===== src/rtl/mem_sweep_pkg.sv =====
// Shared types and helpers for the memory sweep controller.
//   sweep_state_e : FSM state encoding (IDLE, WRITE, RD_ADDR, RD_CHK, DONE)
//   pattern_word  : untruncated address + offset; the caller truncates to its
//                   data width, which yields the modulo-2**DATA_WIDTH pattern.
package mem_sweep_pkg;

    typedef enum logic [2:0] {
        StIdle,
        StWrite,
        StRdAddr,
        StRdChk,
        StDone
    } sweep_state_e;

    function automatic logic [63:0] pattern_word(input logic [63:0] addr,
                                                 input logic [63:0] offset);
        return addr + offset;
    endfunction

endpackage


===== src/rtl/mem_sweep_ctrl.sv =====
// Memory sweep controller: writes pattern(a) = a + PATTERN_OFFSET to every
// address, then reads each address back and counts mismatches.
//
// Ports:
//   clk            in   clock, rising edge
//   rst            in   asynchronous active-high reset
//   start          in   one-cycle pulse; honoured in IDLE or DONE only
//   mem_addr       out  memory address
//   mem_data_in    out  memory write data (0 outside WRITE)
//   mem_wen        out  memory write enable (high only in WRITE)
//   mem_data_out   in   memory read data
//   busy           out  high while a sweep is running
//   done           out  high in DONE until the next start or reset
//   pass           out  done and no mismatches
//   err_count      out  mismatching reads in the sweep
//   first_err_addr out  address of the first mismatch, 0 if none
//
// Build option: MEM_SWEEP_INVERT_EN adds a second write/read pass that uses
// the bitwise inverse of the pattern; errors accumulate over both passes.
module mem_sweep_ctrl
    import mem_sweep_pkg::*;
#(
    parameter int unsigned DATA_WIDTH     = 8,
    parameter int unsigned ADDR_BITS      = 5,
    parameter int unsigned PATTERN_OFFSET = 0
) (
    input  logic                  clk,
    input  logic                  rst,
    input  logic                  start,
    output logic [ADDR_BITS-1:0]  mem_addr,
    output logic [DATA_WIDTH-1:0] mem_data_in,
    output logic                  mem_wen,
    input  logic [DATA_WIDTH-1:0] mem_data_out,
    output logic                  busy,
    output logic                  done,
    output logic                  pass,
    output logic [ADDR_BITS+1:0]  err_count,
    output logic [ADDR_BITS-1:0]  first_err_addr
);

    localparam logic [ADDR_BITS-1:0] LastAddr = '1;
    localparam logic [ADDR_BITS-1:0] AddrOne  = ADDR_BITS'(1);
    localparam logic [ADDR_BITS+1:0] ErrOne   = (ADDR_BITS + 2)'(1);

    sweep_state_e          state_q, state_d;
    logic [ADDR_BITS-1:0]  addr_q, addr_d;
    logic [ADDR_BITS+1:0]  err_q, err_d;
    logic [ADDR_BITS-1:0]  first_q, first_d;
    logic [DATA_WIDTH-1:0] pat;
    logic                  mismatch;

`ifdef MEM_SWEEP_INVERT_EN
    // Set during the second (inverted) pass.
    logic inv_q, inv_d;

    always_ff @(posedge clk or posedge rst) begin
        if (rst) begin
            inv_q <= 1'b0;
        end else begin
            inv_q <= inv_d;
        end
    end
`else
    logic inv_q;
    assign inv_q = 1'b0;
`endif

    assign pat = DATA_WIDTH'(pattern_word(64'(addr_q), 64'(PATTERN_OFFSET)))
                 ^ {DATA_WIDTH{inv_q}};
    assign mismatch = (mem_data_out != pat);

    always_comb begin
        state_d = state_q;
        addr_d  = addr_q;
        err_d   = err_q;
        first_d = first_q;
`ifdef MEM_SWEEP_INVERT_EN
        inv_d   = inv_q;
`endif
        case (state_q)
            StIdle, StDone: begin
                if (start) begin
                    state_d = StWrite;
                    addr_d  = '0;
                    err_d   = '0;
                    first_d = '0;
`ifdef MEM_SWEEP_INVERT_EN
                    inv_d   = 1'b0;
`endif
                end
            end
            StWrite: begin
                if (addr_q == LastAddr) begin
                    state_d = StRdAddr;
                    addr_d  = '0;
                end else begin
                    addr_d = addr_q + AddrOne;
                end
            end
            // Dead cycle with the address held, so a registered read is valid in RD_CHK.
            StRdAddr: state_d = StRdChk;
            StRdChk: begin
                if (mismatch) begin
                    err_d = err_q + ErrOne;
                    if (err_q == '0) begin
                        first_d = addr_q;
                    end
                end
                if (addr_q == LastAddr) begin
                    addr_d  = '0;
                    state_d = StDone;
`ifdef MEM_SWEEP_INVERT_EN
                    if (!inv_q) begin
                        state_d = StWrite;
                        inv_d   = 1'b1;
                    end
`endif
                end else begin
                    addr_d  = addr_q + AddrOne;
                    state_d = StRdAddr;
                end
            end
            default: state_d = StIdle;
        endcase
    end

    always_ff @(posedge clk or posedge rst) begin
        if (rst) begin
            state_q <= StIdle;
            addr_q  <= '0;
            err_q   <= '0;
            first_q <= '0;
        end else begin
            state_q <= state_d;
            addr_q  <= addr_d;
            err_q   <= err_d;
            first_q <= first_d;
        end
    end

    // Outputs decode the registered state so reset clears them asynchronously.
    always_comb begin
        mem_wen     = (state_q == StWrite);
        mem_data_in = mem_wen ? pat : '0;
        busy        = (state_q == StWrite) || (state_q == StRdAddr) || (state_q == StRdChk);
        done        = (state_q == StDone);
        pass        = done && (err_q == '0);
    end

    assign mem_addr       = addr_q;
    assign err_count      = err_q;
    assign first_err_addr = first_q;

endmodule


===== config.mk =====
export PLATFORM = sky130hd
export DESIGN_NAME = mem_sweep_ctrl
export DESIGN_NICKNAME = d
export VERILOG_FILES = /design/src/rtl/mem_sweep_pkg.sv /design/src/rtl/mem_sweep_ctrl.sv
export SDC_FILE = /design/constraint.sdc
export NUM_CORES = 1
export LEC_CHECK = 0
export CORE_MARGIN = 5
export CORE_UTILIZATION = 50
export DETAILED_ROUTE_END_ITERATION = 16
export DONT_BUFFER_PORTS = 1
export MAX_ROUTING_LAYER = met4
export PLACE_DENSITY = 0.68
export SYNTH_ARGS = -nofsm -noshare
export SYNTH_HDL_FRONTEND = slang
export SYNTH_SLANG_ARGS = --single-unit

===== constraint.sdc =====
create_clock -name clk -period 1.8 [get_ports clk]
set_input_delay 0.18 -clock clk [delete_from_list [all_inputs] [get_ports clk]]
set_output_delay 0.18 -clock clk [all_outputs]
set_load 0.02 [all_outputs]

==> impl.org <==
** GRT
- The initial antenna violation count came to 0.
- After global routing the overflow that remains totals 0.
- Largest net degree at the start of global routing :: 21
- Number of global-route vias before repair :: about 1100
- In the global route stage, overall resource usage came out at 0.198.
- The first global-routing pass estimated approximately 5000 µm of wire.

** Cells and area
- In the layout the commonest cells are sky130_fd_sc_hd__buf_4, sky130_fd_sc_hd__dfrtp_1, sky130_fd_sc_hd__nand2_1.
- P&R area growth vs syn :: 34.2%
- Non-filler instance count after layout :: 202
- Diode count :: 0
- Fraction of final layout cells sized beyond drive strength 1 :: 0.355
- The multi-input combinational cells in the finished layout cover a total of roughly 750 µm².
- Number of nets in the finished design :: ~190
- Register area :: 505 µm²
- The library cell used most frequently in the layout, excluding fill and tap cells, is sky130_fd_sc_hd__buf_4.
- Counting the fill cells in the layout gives roughly 190.

** Detailed routing
- DR vias :: between 1000 and 1500
- Drt wl/cell :: about 17 µm
- For this run, the detailed router's first-pass iteration total came to 4.
- In this run the remaining antenna-violating nets after routing total 0.
- Per-cell via count in the routed design :: approximately 5.7
- For this block, the routed nets add up to 3340 µm of wire.
- Number of violations reported at the end of detailed-routing iteration 0 :: 34
- Drc violations :: 0

** Synthesis
- Of the synthesized area, sequential elements account for 0.405.
- Share of Yosys cell area claimed by the top area cell type :: 0.405
- Synthesis inferred 20 register bits.
- Fraction of registers with async set/reset :: 1.00
- Of the post-synthesis cell area, the part taken by muxes is 0.0253.
- Of the total synthesized cell area, the portion taken by full adders, half adders and majority gates is 0.0405.
- Among all flip-flop cells after synthesis, the most frequent one is sky130_fd_sc_hd__dfrtp_1.
- Synth unique cells :: 37
- After synthesis, the mean cell area works out to around 9.4 µm².
- The biggest area contributor in the post-synthesis netlist is sky130_fd_sc_hd__dfrtp_1.
- Leading post-synthesis cells by cell area :: sky130_fd_sc_hd__dfrtp_1, sky130_fd_sc_hd__o21ai_0, sky130_fd_sc_hd__nand2_1
- Simple-Gate Fraction of Synth Area :: 0.230
- The share of the synthesized area in compound gates (AO/OA/AOI/OAI) is 0.201.
- Synthesis produced a netlist whose cell count is 132.
- The synthesized netlist occupies a cell area of ~1200 µm².
- Warnings from Yosys :: 0
- Of the total synthesized cell area, the portion taken by XOR and XNOR cells is 0.0426.
- Combinational family with the most area after synthesis :: simple AND/OR/NAND/NOR gates
- Number of enable flip-flop cells after synthesis :: 0

** Placed design
- HPWL after detailed placement :: ~2400 µm
- Placed cells :: approximately 190
- Port buffering added 0 buffers.
- At the end of routability-driven placement, the weighted congestion stood at between 0.8 and 0.9.
- Prior to clock tree synthesis, the placed netlist has a worst setup slack of -0.0474 ns.

** Pwr
- Sequential cell fraction of total power :: 0.285
- In this run the static leakage power is 0.725 nW.
- Fraction of power spent switching nets :: 0.469
- VDD sags by at most roughly 0.0011 V.
- Internal Pwr Total :: 1.55 mW
- In this run the power density over the cells is around 1800 nW/µm².
- Overall power of the completed layout :: between 2 and 3 mW
- Part of the power in the clock network :: 0.073
- Combinational Power Share :: 0.642
- Net Sw Power :: around 1.4 mW

** Setup path
- In this design, the stage delay of the slowest critical-path cell is 0.46 ns.
- Launching element of the worst setup path :: err_count[0]
- Among all stages on the critical path, the largest delay is contributed by sky130_fd_sc_hd__or4b_4.
- Required time reported for the critical path endpoint :: roughly 2.0 ns
- Walking the worst path, the cells encountered are inv_2 > ha_1 > or4b_4 > buf_4 > o32ai_4 > o311ai_4 > a32o_1.
- Max Fanout on Critical Path :: 5
- The worst setup path is captured at a register.
- R2R cell count :: 7
- End of the worst register-to-register path :: first_err_addr[4]
- Slack of the worst reg-to-reg path :: -0.18 ns
- For the worst setup path, the data arrival time is approximately 2.2 ns.
- Broken down by cell family, the worst path's largest delay share belongs to compound AO/OA/AOI/OAI gates.
- Counting buffers and inverters, the worst setup path is 7 cells deep.
- Worst setup path endpoint :: first_err_addr[4]
- Together, buffers and inverters on the worst path number 2.
- The startpoint identified for the worst register-to-register timing path is err_count[0].
- Path type of the worst setup path :: reg -> reg
- STA classifies the critical path startpoint as a register.

** Floorplan
- Effective utilization at floorplan :: 0.512
- The floorplan step defined a die boundary enclosing between 3000 and 4000 µm².
- The core region is roughly 2400 µm².
- From left edge to right edge, the die measures between 50 and 60 µm.
- Io pins :: 40
- Cell row count :: 18
- The die is a little under 60 µm tall.

** Outcome
- The final reports fail on setup timing.
- Outcome :: complete, but fails checks

** Timing
- At the pin with the least slew margin, the transition time is around 0.78 ns.
- Total of endpoints with negative setup slack in the final report :: 7
- In the final timing run, aggregate negative setup slack is -1.07 ns.
- Smallest setup slack after layout :: -0.184 ns
- The total count of hold-check failures in the final report is 0.
- Maximum clock rate :: 504 MHz
- Final Max Tran Viols :: 0
- In the finished design, the share of the clock period the worst path needs comes to 1.10.
- Min cycle time layout :: roughly 2.0 ns
- Setup skew after layout :: approximately 0.0022 ns
- Setup repair after global routing could not meet its margin everywhere.
- Remaining max-slew budget at the tightest pin :: 0.480

** Clocking
- Total number of H-tree levels :: 1
- The number of clock buffers added by TritonCTS is 3.
- Bufs on Longest Clock Path :: 2
- Root Buffer Master :: sky130_fd_sc_hd__clkbuf_4
- For the worst-skew pair, the clock arrives at the later sink with an insertion delay of roughly 0.3 ns.
- TritonCTS built the clock tree.
- Clock-pin slew was measured on the worst setup and hold paths at approximately 0.11 ns.
- Clock Sinks :: 20

** Job
- The tool flagged a number of max-cap violations equal to 0.

** Min path
- Min-delay worst type :: in -> reg
[synthesized netlist by cell type, drive strengths merged, types with 2 or more instances]
cell	n
o221ai	3
inv	9
a32o	5
mux2i	2
nand2b	3
xnor2	5
o21ai	13
and2	7
nand2	14
nor4	3
o211ai	2
nor2	8
nor2b	2
buf	4
nor3	3
dfrtp	20
nand3	5
or3b	2
a211o	2
ha	4
[through the flow]
stage	instance area (µm²)	hold WS [ns]	util
2_1_floorplan	1270	0.144	-
3_3_place_gp	1470	0.247	0.610
3_5_place_dp	1470	0.249	0.610
4_1_cts	1590	0.199	0.658
5_1_grt	1660	0.194	0.688
6_report	1660	0.209	0.688
[cell families (layout without fill, tap and decap cells)]
kind of cell,after synthesis,after routing
compound gates,31,31
xor+xnor,6,6
fa+ha+maj,4,4
buf+inv,14,52
flops,20,20
mux,3,3
other cells,1,3
simple gates,53,53
[how the worst min path moves through the flow]
| stage | slack (ns) | to | from | depth (start not counted) |
|---|---|---|---|---|
| floorplan | 0.14 | err_count[2] | rst | 1 |
| global placement | 0.25 | state_q[2] | rst | 1 |
| detailed placement | 0.25 | state_q[2] | rst | 1 |
| CTS | 0.20 | state_q[0] | start | 2 |
| global route | 0.19 | state_q[0] | start | 2 |
| finish | 0.21 | state_q[0] | start | 2 |
[flip-flops by register name, summed over array words and instances (netlist names)]
| name | cells |
|---|---|
| mem_addr | 5 |
| err_count | 7 |
| first_err_addr | 5 |
| state_q | 3 |
[cell type report]
type / count / area share
timing repair buffer: 40 / 0.186
tap: 30 / 0.0226
inverter: 9 / 0.0204
sequential: 20 / 0.305
clock buffer: 3 / 0.0136
multi-input combinational: 100 / 0.452
[worst reg2reg max path: stages (launching register included)]
cell	delay [ns]
sky130_fd_sc_hd__dfrtp_2	0.43
sky130_fd_sc_hd__inv_2	0.05
sky130_fd_sc_hd__ha_1	0.12
sky130_fd_sc_hd__or4b_4	0.46
sky130_fd_sc_hd__buf_4	0.16
sky130_fd_sc_hd__o32ai_4	0.25
sky130_fd_sc_hd__o311ai_4	0.17
sky130_fd_sc_hd__a32o_1	0.24
[power groups by stage]
stage	clock, mW	combinational, mW	sequential (mW)
finish	0.214	1.88	0.833
global route	0.242	2.03	0.857
CTS	0.221	1.76	0.814
detailed placement	0	1.59	0.828
global placement	0	1.55	0.818
floorplan	0	0.941	0.934
[per-layer routing]
metal  global-route usage  up-vias  part of all wire
li1                     -      551                 -
met1                0.257      561              0.44
met2                0.312       42              0.48
met3               0.0281        5             0.067
met4               0.0791        0             0.016
met5                    -        -                 0
[what timing repair did]
action | 4_1_cts | 5_1_grt
pin swaps | 1 | 8
endpoints found under the hold margin | 21 | 0
hold buffers | 2 | 0
gates resized for setup | 2 | 11
setup endpoints to repair | 7 | 18
setup buffers | 8 | 4
No activity file was read; power rests on OpenSTA's default activity.
